==> src/rtl/friscv_pc_if.sv <==
// Fetch-stage next-PC bus: the control side selects the next-PC source
// and supplies an offset or target, and the PC register returns the
// current fetch address.
interface friscv_pc_if #(
    parameter int XLEN = 32
);
    logic [1:0]      pc_src_in;  // 00 seq, 01 pc-relative, 10 absolute, 11 hold
    logic [XLEN-1:0] imm_in;     // branch offset or absolute jump target
    logic [XLEN-1:0] pc_out;     // current program counter

    // Control / hazard unit side: it chooses the source and reads back the PC.
    modport master (
        output pc_src_in,
        output imm_in,
        input  pc_out
    );

    // Program-counter side.
    modport slave (
        input  pc_src_in,
        input  imm_in,
        output pc_out
    );
endinterface : friscv_pc_if

==> src/rtl/friscv_pc.sv <==
// FRiscV fetch-stage program counter. The register holds the address of the
// instruction being fetched. On each rising edge it loads one of four
// sources: sequential, PC-relative, absolute (JALR), or hold. Every loaded
// value is forced to 4-byte alignment.
// rst_n is an asynchronous reset that is active-HIGH, despite its name.
module friscv_pc #(
    parameter int              XLEN       = 32,
    parameter logic [XLEN-1:0] RESET_ADDR = '0   // must be 4-byte aligned
) (
    input  logic          clk,
    input  logic          rst_n,   // asserted = 1
    friscv_pc_if.slave    bus
);

    localparam logic [1:0] SRC_SEQ  = 2'b00;
    localparam logic [1:0] SRC_REL  = 2'b01;
    localparam logic [1:0] SRC_ABS  = 2'b10;
    localparam logic [1:0] SRC_HOLD = 2'b11;

    // Clears the two low address bits (RV32I, no compressed instructions).
    localparam logic [XLEN-1:0] ALIGN_MASK = ~XLEN'(3);

    logic [XLEN-1:0] pc_q;
    logic [XLEN-1:0] pc_sel;
    logic [XLEN-1:0] pc_d;

    // Next-PC source selection followed by alignment. All adds wrap modulo 2^XLEN.
    always_comb begin
        // NOTE: every combinational output gets a default first, so that no
        // path through the block can leave it unassigned and infer a latch.
        pc_sel = pc_q;
        case (bus.pc_src_in)
            SRC_SEQ:  pc_sel = pc_q + XLEN'(4);
            SRC_REL:  pc_sel = pc_q + bus.imm_in;
            SRC_ABS:  pc_sel = {bus.imm_in[XLEN-1:1], 1'b0};  // JALR clears bit 0
            SRC_HOLD: pc_sel = pc_q;
            // An unknown select propagates as X in simulation instead of
            // being silently treated as one of the valid sources.
            default:  pc_sel = 'x;
        endcase
        // Misaligned targets are truncated silently. No exception is raised.
        pc_d = pc_sel & ALIGN_MASK;
    end

    // PC register: asynchronous load of RESET_ADDR, otherwise the selected next PC.
    always_ff @(posedge clk or posedge rst_n) begin
        // NOTE: sequential state uses non-blocking assignments so that every
        // flop samples its inputs before any flop updates on the same edge.
        if (rst_n) begin
            pc_q <= RESET_ADDR;
        end else begin
            pc_q <= pc_d;
        end
    end

    // The current PC drives the fetch address directly, with no extra stage.
    assign bus.pc_out = pc_q;

endmodule : friscv_pc

==> src/flat_wrapper.sv <==
// flat-port wrapper written by rule: the top's interface ports become plain ports
module friscv_pc_flat 
#(
    parameter int              XLEN       = 32,
    parameter logic [XLEN-1:0] RESET_ADDR = '0                            
)
  (clk, rst_n, bus_pc_src_in, bus_imm_in, bus_pc_out);
  friscv_pc_if #(.XLEN(XLEN)) bus_i ();
  input  logic clk;
  input  logic rst_n;
  input wire logic [$bits(bus_i.pc_src_in)-1:0] bus_pc_src_in;
  input wire logic [$bits(bus_i.imm_in)-1:0] bus_imm_in;
  output wire logic [$bits(bus_i.pc_out)-1:0] bus_pc_out;
  assign bus_i.pc_src_in = bus_pc_src_in;
  assign bus_i.imm_in = bus_imm_in;
  assign bus_pc_out = bus_i.pc_out;
  friscv_pc #(.XLEN(XLEN), .RESET_ADDR(RESET_ADDR)) u_core (.clk(clk), .rst_n(rst_n), .bus(bus_i));
endmodule
==> config.mk <==
export PLATFORM = sky130hd
export DESIGN_NAME = friscv_pc_flat
export DESIGN_NICKNAME = d
export VERILOG_FILES = /design/src/rtl/friscv_pc_if.sv /design/src/rtl/friscv_pc.sv /design/src/flat_wrapper.sv
export SDC_FILE = /design/constraint.sdc
export NUM_CORES = 1
export LEC_CHECK = 0
export ABC_AREA = 1
export CAP_MARGIN = 40
export CORE_ASPECT_RATIO = 1.75
export CORE_UTILIZATION = 48
export CTS_BUF_LIST = sky130_fd_sc_hd__clkbuf_2 sky130_fd_sc_hd__clkbuf_4 sky130_fd_sc_hd__clkbuf_8
export CTS_CLUSTER_DIAMETER = 120
export DETAILED_ROUTE_END_ITERATION = 8
export DONT_BUFFER_PORTS = 1
export GPL_TIMING_DRIVEN = 0
export PLACE_DENSITY_LB_ADDON = 0.05
export SLEW_MARGIN = 20
export SYNTH_ARGS = -nofsm -noshare
export SYNTH_HDL_FRONTEND = slang
export SYNTH_SLANG_ARGS = --single-unit
==> constraint.sdc <==
create_clock -name clk -period 4 [get_ports clk]
set_input_delay 0.8 -clock clk [delete_from_list [all_inputs] [get_ports clk]]
set_output_delay 0.8 -clock clk [all_outputs]
set_load 0.01 [all_outputs]
==> flow_summary.ini <==
[logic_synthesis]
avgSynthCellArea_um2 = 5.66
netlist_instances = 677
synth-compound-area-share = 0.0931
syn_area_um2 = 3830
synth-seq-cells = 30
yosysUniqueCellTypes = 34
synth_xor_area_frac = 0.0137
ys.warnings.count = 0
synth.area.mux_share = 0
ys.flop_type = dfrtp_1
synthArstFlopShare = 1.00
synth-simple-area-share = 0.432
synth-adder-area-share = 0.100
yosysSeqAreaShare = 0.196
synth_edf_count = 0
synth_top_family_by_area = simple AND/OR/NAND/NOR gates

[floorplan]
top_level_ports = 68
initial_utilization = 0.502
rows = 42
die_area_um2 = 8350
coreArea_um2 = 7620
die_h_um = 120
die-width_um = 69.5

[routing]
drcViolationCount = 0
wl_per_cell_um = 14.7
ant_nets = 0
vias = 3905
firstDrtPassIters = 5
viasPerCell = 5.05
drt_wl_total_um = 11400
drt_iter0_markers = 139

[layout]
instances_no_fill = 774
syn_to_final_growth_pct = 5.46
post-route-util = 0.530
fill_cells = 831
largest_reg_flops = 30
multiInputGateArea_um2 = 2450
n_antenna_cell = 0
seq_area_um2 = 751
drive_gt1_frac = 0.0831
nNetsFinal = 751

[timing]
fin_crit_sh = 0.693
finalClockSkew_ps = 8.01
setup_viol = 0
fmax_mhz = 361
tightest_slew_ps = 741
fin_ws_ps = 1230
slew_viol_final = 0
post-route-min-period_ps = 2770
rsz0062_at_grt = false
finalHoldViolCount = 0
setup_tns_ps = 0
relSlewSlack = 0.506
whs_ps = 507

[setup_path]
crit_path_start = bus_pc_src_in[1]
slowest_stage = fa_1
cp-start-kind = input port
cp.depth = 17
r2r-end = u_core.bus.pc_out[30]
cpLargestDelayFamily = simple AND/OR/NAND/NOR gates
cpPeakStageDelay_ps = 360
cp-end-kind = register
path_max_fanout = 10
reg2reg_from = u_core.bus.pc_out[2]
critical_path_class = in2reg
path_cells = inv_2 > nand2_1 > buf_2 > or2_2 > ha_1 > inv_1 > fa_1 > inv_1 > nand3_1 > nand3_2 > nand3_1 > nand3_2 > nand2_1 > nand2_1 > nand2_1 > nand3_1 > nand2_1
cp.arrival_ps = 2950
rrSetupSlack_ps = 1800
cp_common_cell = nand2_1
cp_data_required_time_ps = 4180
r2r.worst_path.cells = 13
cp-endpoint = u_core.bus.pc_out[30]
path_buf_inv = 4

[pwr]
p_int_uw = 750
sequentialPowerShare = 0.339
p_sw_uw = 669
pwr-share-comb = 0.466
cellPowerDensity_nw_per_um2 = 351
p_leak_nw = 2.50
netSwitchingFraction = 0.472
power.share.clock = 0.196
peakVddDrop_uv = 248

[place]
hpwl_um = 9450
port_buffers = 0
placed_cells = 766
routabilityCongestion = 0.917
pre_cts_slack_ps = 928

[job]
cap_violations = 0

[clock_tree]
postCtsSetupBuffers = 0
hold_buffers = 0
cts_tree = done
numCtsBuffers = 5
cts-root-buf = clkbuf_8
cts_buffer_depth = 2
cts_max_level = 2
insertion_delay_ps = 290
clkSinkCount = 30
cts_resized = 0
clk_pin_slew_worst_paths_ps = 70

[global_routing]
grt_pass1_vias = 3898
grt_pass1_wl_um = 18300
grt_start_max_net_pins = 31
grt_use_total = 0.285
grt_overflow = 0
grt_antenna_before_repair = 0

[hold_path]
hold_path_class = in2async

[outcome]
status = finished clean
[cells by family (layout without fill, tap and decap cells)]
group           Yosys count  in the layout
simple gates            391            391
flops                    30             30
compound gates           56             56
other cells               1              2
buf+inv                 163            171
fa+ha+maj                30             30
xor+xnor                  6              6
[layout make-up]
type | count | share of cell area
flip-flops and latches | 30 | 0.186
multi-input cells | 485 | 0.607
clock inverters | 1 | 0.00124
clock buffers | 7 | 0.0223
plain buffers | 13 | 0.0164
inverters | 150 | 0.139
well taps | 88 | 0.0273
[how the worst min path moves through the flow]
stage                                 endpoint  slack [ps]
after global placement    u_core.bus.pc_out[6]         570
after floorplan           u_core.bus.pc_out[5]         550
after CTS                 u_core.bus.pc_out[8]         530
after global routing      u_core.bus.pc_out[8]         550
after detailed placement  u_core.bus.pc_out[6]         580
final                     u_core.bus.pc_out[8]         510
[worst register-to-register path, cell delays in order, from the launching register on]
cell,delay (ps)
dfrtp_1,420
ha_1,240
inv_1,70
fa_1,360
inv_1,170
nand3_1,110
nand3_2,120
nand3_1,100
nand3_2,150
nand2_1,90
nand2_1,70
nand2_1,40
nand3_1,80
nand2_1,50
[synthesized netlist by cell type, types with 4 or more instances]
cell	n	area [um^2]
nand2_1	248	931
inv_1	143	537
nor2_1	67	251
nand3_1	42	210
dfrtp_1	30	751
ha_1	29	363
a21oi_1	19	95.1
o21ai_0	14	70.1
nand2_2	12	75.1
buf_2	8	40.0
inv_2	7	26.3
nand3_2	6	60.1
o221ai_1	6	52.6
o21ai_1	5	25.0
xnor2_1	4	35.0
[cell usage in the layout (no fill, tap or decap), types with 4 or more instances in the layout]
| cell type | instances |
|---|---|
| nand2_1 | 248 |
| inv_1 | 142 |
| nor2_1 | 67 |
| nand3_1 | 42 |
| dfrtp_1 | 30 |
| ha_1 | 29 |
| a21oi_1 | 19 |
| o21ai_0 | 14 |
| nand2_2 | 12 |
| inv_2 | 8 |
| buf_2 | 8 |
| o221ai_1 | 6 |
| nand3_2 | 6 |
| clkbuf_8 | 6 |
| o21ai_1 | 5 |
| xnor2_1 | 4 |
[per-stage QoR]
stage / total power [mW] / cell area [um^2]
global route: 1.54 / 4040
detailed placement: 1.15 / 3940
CTS: 1.44 / 4040
global placement: 1.14 / 3940
floorplan: 0.981 / 3830
finish: 1.42 / 4040
[routing by layer]
layer / share of wire / track usage
met1: 0.36 / 0.254
met2: 0.58 / 0.604
met3: 0.033 / 0.0386
met4: 0.029 / 0.121
met5: 0 / 0
[power by group through the flow]
stage	Sequential (mW)	Combinational [mW]	Clock, mW
2_1_floorplan	0.469	0.512	0
3_3_place_gp	0.486	0.654	0
3_5_place_dp	0.489	0.663	0
4_1_cts	0.482	0.667	0.291
5_1_grt	0.492	0.747	0.297
6_report	0.481	0.660	0.278
Note: power is estimated with default switching activity, not from simulation.
